<file path="src/rtl/udp_pkt_pkg.sv">
// Shared constants and types for the UDP packetizer/depacketizer pair:
// protocol field values, header word indices and the receive FSM state type.
package udp_pkt_pkg;

    localparam logic [15:0] ETHERTYPE_IPV4 = 16'h0800;
    localparam logic [7:0]  IP_VER_IHL     = 8'h45;
    localparam logic [7:0]  IP_PROTO_UDP   = 8'h11;
    localparam logic [15:0] UDP_HDR_BYTES  = 16'd8;
    localparam logic [15:0] UDP_MIN_LEN    = 16'd12;

    // Word positions in the 32-bit stream (RX_SHIFT16 pad in word 0)
    localparam logic [3:0] HW_DST_HI      = 4'd0;
    localparam logic [3:0] HW_DST_LO      = 4'd1;
    localparam logic [3:0] HW_SRC_HI      = 4'd2;
    localparam logic [3:0] HW_SRC_LO_TYPE = 4'd3;
    localparam logic [3:0] HW_VER_LEN     = 4'd4;
    localparam logic [3:0] HW_ID_FRAG     = 4'd5;
    localparam logic [3:0] HW_TTL_PROTO   = 4'd6;
    localparam logic [3:0] HW_SRC_IP      = 4'd7;
    localparam logic [3:0] HW_DST_IP      = 4'd8;
    localparam logic [3:0] HW_PORTS       = 4'd9;
    localparam logic [3:0] HW_UDP_LEN     = 4'd10;

    typedef enum logic [1:0] {
        ST_IDLE,
        ST_HDR,
        ST_PAY,
        ST_DROP
    } depkt_state_t;

    // Whole 32-bit payload words carried by a datagram; trailing bytes are dropped.
    function automatic logic [13:0] payload_words(input logic [15:0] udp_len);
        logic [15:0] bytes;
        bytes = udp_len - UDP_HDR_BYTES;
        return bytes[15:2];
    endfunction

endpackage

</file>
<file path="src/rtl/sat_counter16.sv">
// 16-bit up/down event counter that sticks at 0 and 16'hFFFF instead of wrapping.
module sat_counter16 (
    input  logic        clk,
    input  logic        rst,
    input  logic        inc,
    input  logic        dec,
    output logic [15:0] count
);

    // NOTE: synchronous reset inside the clocked block; nothing outside this edge sees rst.
    always_ff @(posedge clk) begin
        if (rst) begin
            count <= 16'd0;
        end else if (inc && !dec && count != 16'hFFFF) begin
            count <= count + 16'd1;
        end else if (dec && !inc && count != 16'd0) begin
            count <= count - 16'd1;
        end
    end

endmodule

</file>
<file path="src/rtl/udp_depacketizer.sv">
// Ethernet/IPv4/UDP receive parser: filters frames for this node and forwards payload words.
// Optional source filtering is enabled by defining UDP_DEPKT_SRC_FILTER_EN.
module udp_depacketizer
    import udp_pkt_pkg::*;
#(
    parameter logic [47:0] LOCAL_MAC  = 48'h021234566790,
    parameter logic [31:0] LOCAL_IP   = {8'd10, 8'd0, 8'd0, 8'd2},
    parameter logic [15:0] LOCAL_PORT = 16'd32179,
    parameter logic [31:0] PEER_IP    = {8'd10, 8'd0, 8'd0, 8'd1},
    parameter logic [15:0] PEER_PORT  = 16'd32179
) (
    input  logic        clk,
    input  logic        rst,
    output logic        ff_rx_clk,
    input  logic [31:0] ff_rx_data,
    input  logic        ff_rx_sop,
    input  logic        ff_rx_eop,
    input  logic        ff_rx_dval,
    input  logic [1:0]  ff_rx_mod,
    input  logic [5:0]  rx_err,
    output logic        ff_rx_rdy,
    output logic [31:0] out_data,
    output logic        out_wren,
    output logic        out_last,
    output logic        out_abort,
    input  logic        out_afull,
    output logic [15:0] frames_ok,
    output logic [15:0] frames_drop
);

`ifdef UDP_DEPKT_SRC_FILTER_EN
    localparam logic SRC_FILTER = 1'b1;
`else
    localparam logic SRC_FILTER = 1'b0;
`endif

    depkt_state_t state, state_next;
    logic [3:0]   hw, hw_next;
    logic [13:0]  pay_cnt, pay_cnt_next;
    logic         dst_hi_ok, dst_hi_ok_next;
    logic         done_ok, done_ok_next;
    logic         abort_pend, abort_pend_next;
    logic         hdr_match;
    logic         wr, last, abort, ok_inc, ok_dec, drop_inc;
    logic         mod_unused;

    assign ff_rx_clk  = clk;
    assign mod_unused = ^ff_rx_mod;

    // NOTE: every combinational output gets a default first so no path infers a latch.
    always_comb begin
        hdr_match = 1'b1;
        case (hw)
            HW_DST_LO:      hdr_match = dst_hi_ok && (ff_rx_data == LOCAL_MAC[31:0]);
            HW_SRC_HI:      hdr_match = 1'b1;
            HW_SRC_LO_TYPE: hdr_match = (ff_rx_data[15:0] == ETHERTYPE_IPV4);
            HW_VER_LEN:     hdr_match = (ff_rx_data[31:24] == IP_VER_IHL);
            HW_ID_FRAG:     hdr_match = (ff_rx_data[13:0] == 14'd0);
            HW_TTL_PROTO:   hdr_match = (ff_rx_data[23:16] == IP_PROTO_UDP);
            HW_SRC_IP:      hdr_match = !SRC_FILTER || (ff_rx_data == PEER_IP);
            HW_DST_IP:      hdr_match = (ff_rx_data == LOCAL_IP);
            HW_PORTS:       hdr_match = (ff_rx_data[15:0] == LOCAL_PORT) &&
                                        (!SRC_FILTER || (ff_rx_data[31:16] == PEER_PORT));
            HW_UDP_LEN:     hdr_match = (ff_rx_data[31:16] >= UDP_MIN_LEN);
            default:        hdr_match = 1'b1;
        endcase
    end

    always_comb begin
        state_next      = state;
        hw_next         = hw;
        pay_cnt_next    = pay_cnt;
        dst_hi_ok_next  = dst_hi_ok;
        done_ok_next    = done_ok;
        abort_pend_next = 1'b0;
        wr              = 1'b0;
        last            = 1'b0;
        abort           = 1'b0;
        ok_inc          = 1'b0;
        ok_dec          = 1'b0;
        drop_inc        = 1'b0;

        if (ff_rx_dval) begin
            if (ff_rx_sop) begin
                // A sop outside IDLE means the previous eop was lost: close that frame first.
                case (state)
                    ST_HDR: drop_inc = 1'b1;
                    ST_PAY: begin
                        abort    = 1'b1;
                        drop_inc = 1'b1;
                    end
                    default: ;
                endcase
                state_next     = ST_HDR;
                hw_next        = HW_DST_LO;
                dst_hi_ok_next = (ff_rx_data[15:0] == LOCAL_MAC[47:32]);
                done_ok_next   = 1'b0;
            end else begin
                case (state)
                    ST_IDLE: ;
                    ST_HDR: begin
                        if (ff_rx_eop) begin
                            drop_inc   = 1'b1;
                            state_next = ST_IDLE;
                        end else if (!hdr_match) begin
                            drop_inc   = 1'b1;
                            state_next = ST_DROP;
                        end else if (hw == HW_UDP_LEN) begin
                            pay_cnt_next = payload_words(ff_rx_data[31:16]);
                            state_next   = ST_PAY;
                        end else begin
                            hw_next = hw + 4'd1;
                        end
                    end
                    ST_PAY: begin
                        if (pay_cnt == 14'd1) begin
                            wr   = 1'b1;
                            last = 1'b1;
                            if (ff_rx_eop) begin
                                state_next = ST_IDLE;
                                // Abort cannot share a cycle with this write, so it trails by one.
                                if (|rx_err) begin
                                    drop_inc        = 1'b1;
                                    abort_pend_next = 1'b1;
                                end else begin
                                    ok_inc = 1'b1;
                                end
                            end else begin
                                ok_inc       = 1'b1;
                                done_ok_next = 1'b1;
                                state_next   = ST_DROP;
                            end
                        end else if (ff_rx_eop) begin
                            // Truncated frame: its eop word is not forwarded, only the abort.
                            abort      = 1'b1;
                            drop_inc   = 1'b1;
                            state_next = ST_IDLE;
                        end else begin
                            wr           = 1'b1;
                            pay_cnt_next = pay_cnt - 14'd1;
                        end
                    end
                    ST_DROP: begin
                        if (ff_rx_eop) begin
                            state_next = ST_IDLE;
                            if (done_ok && |rx_err) begin
                                abort    = 1'b1;
                                ok_dec   = 1'b1;
                                drop_inc = 1'b1;
                            end
                        end
                    end
                    default: state_next = ST_IDLE;
                endcase
            end
        end
    end

    // NOTE: sequential state uses non-blocking assignments so all registers update together.
    always_ff @(posedge clk) begin
        if (rst) begin
            state      <= ST_IDLE;
            hw         <= HW_DST_HI;
            pay_cnt    <= 14'd0;
            dst_hi_ok  <= 1'b0;
            done_ok    <= 1'b0;
            abort_pend <= 1'b0;
            out_data   <= 32'd0;
            out_wren   <= 1'b0;
            out_last   <= 1'b0;
            out_abort  <= 1'b0;
            ff_rx_rdy  <= 1'b0;
        end else begin
            state      <= state_next;
            hw         <= hw_next;
            pay_cnt    <= pay_cnt_next;
            dst_hi_ok  <= dst_hi_ok_next;
            done_ok    <= done_ok_next;
            abort_pend <= abort_pend_next;
            out_wren   <= wr;
            out_last   <= last;
            out_abort  <= abort | abort_pend;
            ff_rx_rdy  <= ~out_afull;
            if (wr) begin
                out_data <= ff_rx_data;
            end
        end
    end

    sat_counter16 u_frames_ok (
        .clk   (clk),
        .rst   (rst),
        .inc   (ok_inc),
        .dec   (ok_dec),
        .count (frames_ok)
    );

    sat_counter16 u_frames_drop (
        .clk   (clk),
        .rst   (rst),
        .inc   (drop_inc),
        .dec   (1'b0),
        .count (frames_drop)
    );

endmodule
</file>
<file path="config.mk">
export PLATFORM = sky130hd
export DESIGN_NAME = udp_depacketizer
export DESIGN_NICKNAME = d
export VERILOG_FILES = /design/src/rtl/udp_pkt_pkg.sv /design/src/rtl/sat_counter16.sv /design/src/rtl/udp_depacketizer.sv
export SDC_FILE = /design/constraint.sdc
export NUM_CORES = 1
export LEC_CHECK = 0
export CORE_MARGIN = 2
export CORE_UTILIZATION = 40
export CTS_CLUSTER_SIZE = 10
export DETAILED_ROUTE_END_ITERATION = 8
export PLACE_DENSITY = 0.66
export SYNTH_ARGS = -nofsm -noshare
export SYNTH_HDL_FRONTEND = slang
export SYNTH_HIERARCHICAL = 1
export SYNTH_SLANG_ARGS = --single-unit
export TNS_END_PERCENT = 10
</file>
<file path="constraint.sdc">
create_clock -name clk -period 5.1 [get_ports clk]
set_input_delay 1.02 -clock clk [delete_from_list [all_inputs] [get_ports clk]]
set_output_delay 1.02 -clock clk [all_outputs]
set_load 0.005 [all_outputs]
</file>
==> impl_metrics.yaml, run 1 <==
timing:
  setup_viol: 0
  slew_headroom: 0.5034
  worstMarginPinSlew_ps: 743.4
  clock.fmax_mhz: 204.8
  fin_crit_sh: 0.9575
  finalMaxSlewViolations: 0
  final.min_clock_period_ps: 4883
  final-hold-violation-count: 0
  fin_skew_ps: 14.30
  rsz0062_at_grt: "no"
layout:
  seq_area_sq_um: 1822
  nFillCells: 1428
  diodes: 0
  drive_gt1_frac: 0.1693
  finish.utilization: 0.5763
  multi_input_area_sq_um: 4312
  fin_area_sq_um: 8793
  fin_nets: 1082
  syn_to_final_growth_pct: 40.00
power:
  p_sw_frac: 0.3471
  vdd_drop_max_mv: 0.2155
  intPower_mw: 1.874
  power.density_nw_per_um2: 326.3
  p_comb_frac: 0.429
  clock_power_share: 0.281
  seqPwrFrac: 0.290
  p_leak_nw: 3.703
  p_sw_uw: 995.9
placement:
  place_congestion: 0.8341
  io_buffers: 112
  dp_hpwl_microns: 13660
  placed_area_sq_um: 8249
floorplanning:
  core-area_sq_um: 15260
  die_w_microns: 129.3
  die-area_sq_um: 16720
  fp.dieH_microns: 129.3
  ioPinCount: 115
  fp-row-count: 45
  start_util: 0.4116
critical_path:
  slowest_delay_ps: 510
  path_cells: "clkdlybuf4s50_1 -> or4_4 -> a2111oi_4 -> a21oi_1 -> o2111a_2 -> and2_2 -> o211ai_1 -> a21boi_1 -> buf_4 -> nor2b_4 -> o41ai_4 -> buf_4 -> inv_2 -> fa_2 -> nor2b_2 -> o31a_1 -> o21ai_2 -> a21oi_2 -> mux2_4 -> a311o_1"
  crit_fanout: 5
  setup.worst_path.start_class: "input pin"
  crit_top_cell: "buf_4"
  worst_path_max_delay_cell: "or4_4"
  worst-path-buf-inv: 4
  arrival_ps: 5240
  crit_required_ps: 5450
  endpoint_kind: "register"
  cp_top_family: "compound AO/OA/AOI/OAI gates"
  path_class: "in -> reg"
routing:
  via_count: 6673
  wl_microns: 18520
  viasPerCell: 5.519
  ant_nets: 0
  drt_pass1_iterations: 5
  drt_iter0_markers: 449
  met2WireLength_microns: 8846
  dr_wl_met3_microns: 793
  post_drt_wl_per_cell_microns: 15.32
  highest_layer: "met4"
  wl_met1_microns: 8547
  route.detailed.drc: 0
synth:
  ys_seq_area_frac: 0.2900
  async_reset_ff_frac: 0
  syn_area_per_cell_sq_um: 7.851
  ys_warn_count: 6
  ys_types: 79
  synth-seq-cells: 91
  synth_top_flop_cell: "dfxtp_1"
  synth_edf_count: 0
  synthCells: 800
  synth_area_sq_um: 6281
global_routing:
  grt_usage: 0.2252
  overflow: 0
  grt_start_max_net_pins: 46
  grt_first_pass_wirelength_microns: 30280
  grt_pass1_vias: 6302
  antenna_found_initial: 0
clock_network:
  cts_tree: "done"
  clkTransAtPathRegs_ps: 70
  ctsHoldBuffers: 0
  clk_latency_ps: 470
job:
  drv_cap: 0
status:
  status: "completed"
worst_hold_path:
  hold_path_class: "reg -> reg"
area by class of cell:
| type | count | share of cell area |
|---|---|---|
| multi-input cells | 642 | 0.4903 |
| repair buffers | 217 | 0.2178 |
| flip-flops and latches | 91 | 0.2072 |
| clock buffers | 13 | 0.03529 |
| well taps | 211 | 0.03002 |
| inverters | 28 | 0.01195 |
| clock inverters | 7 | 0.007399 |
cells in the final DEF (no fill, tap or decap), types with 8 or more instances in the layout:
cell type / instances
a211oi_1: 8
a21o_1: 11
a21oi_1: 59
and3_1: 13
buf_4: 105
clkbuf_16: 12
clkdlybuf4s50_1: 107
dfxtp_1: 91
ha_1: 40
inv_1: 26
mux2i_1: 35
nand2_1: 71
nand3_1: 27
nand4_1: 22
nor2_1: 93
nor3_1: 17
nor4_1: 23
o21ai_0: 33
xnor2_1: 19
xor2_1: 8
layer usage:
metal / GRT usage / up-vias
met4: 0.08440 / 0
li1: - / 3350
met2: 0.3666 / 172
met3: 0.04005 / 24
met1: 0.2985 / 3127
met5: 0 / -
state kept, by name (all words and copies together), names as in the netlist:
name	flops
out_abort	1
abort_pend	1
pay_cnt	14
out_last	1
u_frames_drop/count	16
ff_rx_rdy	1
u_frames_ok/count	16
dst_hi_ok	1
hw	4
out_data	32
state	2
done_ok	1
out_wren	1
through the flow:
| stage | setup TNS, ps | hold slack (ps) | power, mW | std cells | setup WS [ps] |
|---|---|---|---|---|---|
| after floorplan | 0 | 429.9 | 1.481 | 802 | 4.320 |
| after global placement | -4288 | 437.2 | 1.979 | 1184 | -629.8 |
| after detailed placement | -5004 | 444.1 | 1.993 | 1184 | -700.8 |
| after CTS | 0 | 460.8 | 2.819 | 1209 | 3.054 |
| after global routing | 0 | 490.3 | 3.052 | 1209 | 6.799 |
| final | 0 | 459.5 | 2.869 | 1209 | 216.8 |
worst paths after layout:
path	start	end	slack (ps)	depth (start not counted)
max	ff_rx_data[14]	u_frames_drop/count[14]	220	20
min	abort_pend	out_abort	460	1
max reg2reg	hw[0]	u_frames_drop/count[14]	760	21
min reg2reg	abort_pend	out_abort	460	1
power by group through the flow:
stage	Combinational, mW	Clock, mW	Sequential, mW
2_1_floorplan	0.637	0.0127	0.831
3_3_place_gp	1.12	0.0165	0.845
4_1_cts	1.16	0.830	0.830
6_report	1.23	0.807	0.832
3_5_place_dp	1.13	0.0165	0.847
5_1_grt	1.36	0.856	0.839
synthesized netlist by cell type, types with 8 or more instances:
master,instances,area [sq um]
a211oi_1,8,60.06
a21o_1,11,82.58
a21oi_1,63,315.3
and3_1,13,81.33
clkbuf_1,28,105.1
dfxtp_1,91,1822
ha_1,41,513.0
inv_1,26,97.59
mux2i_1,35,350.3
nand2_1,72,270.3
nand3_1,28,140.1
nand4_1,22,137.6
nor2_1,94,352.8
nor3_1,19,95.09
nor4_1,26,162.7
o21ai_0,36,180.2
o22ai_1,8,50.05
xnor2_1,19,166.4
xor2_1,8,70.07
timing repair:
item | 4_1_cts | 5_1_grt
pin swaps | 6 | 10
setup endpoints to repair | 4 | 9
gates resized for setup | 8 | 26
buffers inserted | 6 | 0
kinds of logic (layout without fill, tap and decap cells):
| kind of cell | count (synthesis) | count (layout) | synth area share |
|---|---|---|---|
| buf+inv | 69 | 265 | 0.04462 |
| simple gates | 335 | 335 | 0.2699 |
| mux | 36 | 36 | 0.05757 |
| flops | 91 | 91 | 0.2900 |
| other cells | 1 | 3 | 0.0005970 |
| fa+ha+maj | 43 | 43 | 0.08805 |
| compound gates | 198 | 198 | 0.2116 |
| xor+xnor | 27 | 27 | 0.03765 |
Power figures use the tool's default switching activity.
==> run 2, diff against run 1 <==
Settings changed: SLEW_MARGIN from default to 30.
==> results of run 2 <==
Final layout, timing and power as in run 1 (identical DEF).
==> run 3, diff against run 2 <==
Clock period 5.1 ns to 4.35 ns, I/O delays scaled along.
==> run 3 against run 2 <==
Against the previous run:
- utilization is 3.0 points higher
- sequential share of layout area fell by 1.0 points
- non-clock buffer count increased by 26
- critical path type unchanged
- critical endpoint unchanged
- largest power group unchanged
==> impl_metrics.yaml, run 3 (synthesis results as in run 1) <==
status:
  status: "completed"
routing:
  drt_pass1_iterations: 6
  via_count: 6742
  route.detailed.drc: 0
  wl_microns: 18960
  drt_iter0_markers: 454
  post_drt_wl_per_cell_microns: 15.35
  viasPerCell: 5.459
  ant_nets: 0
worst_hold_path:
  hold_path_depth: 1
  hold_path_class: "reg -> reg"
timing:
  fin_crit_sh: 0.9836
  clock.fmax_mhz: 233.7
  setup_viol: 0
  final-hold-violation-count: 0
  slew_headroom: 0.4410
  finalMaxSlewViolations: 0
  final.min_clock_period_ps: 4279
  rsz0062_at_grt: "yes"
  whs_ps: 455.1
  worstMarginPinSlew_ps: 830.8
  fin_skew_ps: 14.91
critical_path:
  cp.depth: 17
  arrival_ps: 4630
  worst_path_max_delay_cell: "or4_4"
  rrSetupSlack_ps: 220
  crit_fanout: 5
  ff2ff_path_depth: 18
  setup.worst_path.start_class: "input pin"
  crit_top_cell: "nor2b_4"
  crit_required_ps: 4700
  slowest_delay_ps: 540
  path_class: "in -> reg"
  cp_top_family: "compound AO/OA/AOI/OAI gates"
  endpoint_kind: "register"
  path_cells: "dlygate4sd2_1 -> or4_4 -> a2111oi_4 -> a21oi_1 -> o2111a_2 -> and2_4 -> o211ai_1 -> a21boi_2 -> nor2b_4 -> o41ai_4 -> ha_1 -> nor2b_4 -> o31a_1 -> o21ai_2 -> a21oi_2 -> mux2_4 -> a311o_1"
  worst-path-buf-inv: 1
layout:
  fin_nets: 1108
  syn_to_final_growth_pct: 47.39
  nFillCells: 1340
  final_common_cell: "buf_4"
  largest_reg_flops: 32
  layout_common_cells: "buf_4 (126), dfxtp_1 (91), clkdlybuf4s50_1 (91), nor2_1 (90), nand2_1 (71)"
  reg_top3: "out_data x32, u_frames_drop/count x16, u_frames_ok/count x16"
  top_register: "out_data"
  drive_gt1_frac: 0.2151
  fin_area_sq_um: 9258
power:
  p_sw_mw: 1.159
  p_comb_frac: 0.433
  p_leak_nw: 3.980
  clock_power_share: 0.281
  seqPwrFrac: 0.286
  p_sw_frac: 0.3364
  intPower_mw: 2.287
  power.density_nw_per_um2: 372.3
  vdd_drop_max_mv: 0.2494
placement:
  place_congestion: 0.9135
  io_buffers: 112
  dp_hpwl_microns: 13660
  placed_area_sq_um: 8473
clock_network:
  clkTransAtPathRegs_ps: 60
  clk_latency_ps: 470
  ctsHoldBuffers: 0
  cts_tree: "done"
floorplanning:
  core-area_sq_um: 15260
  start_util: 0.4116
  die-area_sq_um: 16720
  fp-row-count: 45
  ioPinCount: 115
  die_w_microns: 129.3
  fp.dieH_microns: 129.3
global_routing:
  grt_first_pass_wirelength_microns: 30790
  grt_start_max_net_pins: 50
  overflow: 0
  grt_usage: 0.2285
  grt_pass1_vias: 6301
  antenna_found_initial: 1
job:
  drv_cap: 0
run 3: metrics by stage:
step / TNS, ps / setup WS, ps / utilization / total power, mW / cells
detailed placement: -7342 / -821.1 / 0.5553 / 2.337 / 1205
global route: -481.5 / -97.32 / 0.6067 / 3.657 / 1235
global placement: -6420 / -761.6 / 0.5553 / 2.329 / 1205
CTS: 0 / 3.034 / 0.5934 / 3.370 / 1227
finish: 0 / 71.48 / 0.6067 / 3.447 / 1235
floorplan: -266.5 / -147.4 / - / 1.753 / 802
run 3: power by group through the flow:
stage / Clock (mW) / Combinational, mW / Sequential [mW]
after CTS: 0.978 / 1.41 / 0.983
after global routing: 1.02 / 1.64 / 0.999
final: 0.967 / 1.49 / 0.987
after detailed placement: 0.0194 / 1.32 / 0.994
after global placement: 0.0194 / 1.32 / 0.991
after floorplan: 0.0149 / 0.764 / 0.975
run 3: routing by layer:
metal  vias to the layer above  global-route usage  part of all wire
met5                         -                   0                 0
met4                         0             0.08248             0.017
met3                        24             0.03881             0.039
met2                       153              0.3669              0.47
met1                      3165              0.3094              0.47
li1                       3400                   -                 -
run 3: worst paths after layout:
check                  from                      end
max reg2reg           hw[1]  u_frames_drop/count[14]
min              abort_pend                out_abort
min reg2reg      abort_pend                out_abort
max          ff_rx_data[12]  u_frames_drop/count[14]
run 3: area by class of cell:
cell class | instances | area [sq um] | share of cell area
well taps | 211 | 264.0 | 0.02852
inverters | 28 | 105.1 | 0.01135
clock inverters | 5 | 62.56 | 0.006758
clock buffers | 14 | 314.1 | 0.03392
diodes | 1 | 2.502 | 0.0002703
multi-input cells | 642 | 4542 | 0.4906
flip-flops and latches | 91 | 1822 | 0.1968
repair buffers | 243 | 2146 | 0.2318
run 3: repair_timing:
action / 4_1_cts / 5_1_grt
gates cloned: 0 / 0
hold endpoints to repair: 0 / 0
resized for setup: 40 / 46
setup buffers: 4 / 7
setup endpoints to repair: 9 / 13
pin swaps: 26 / 29
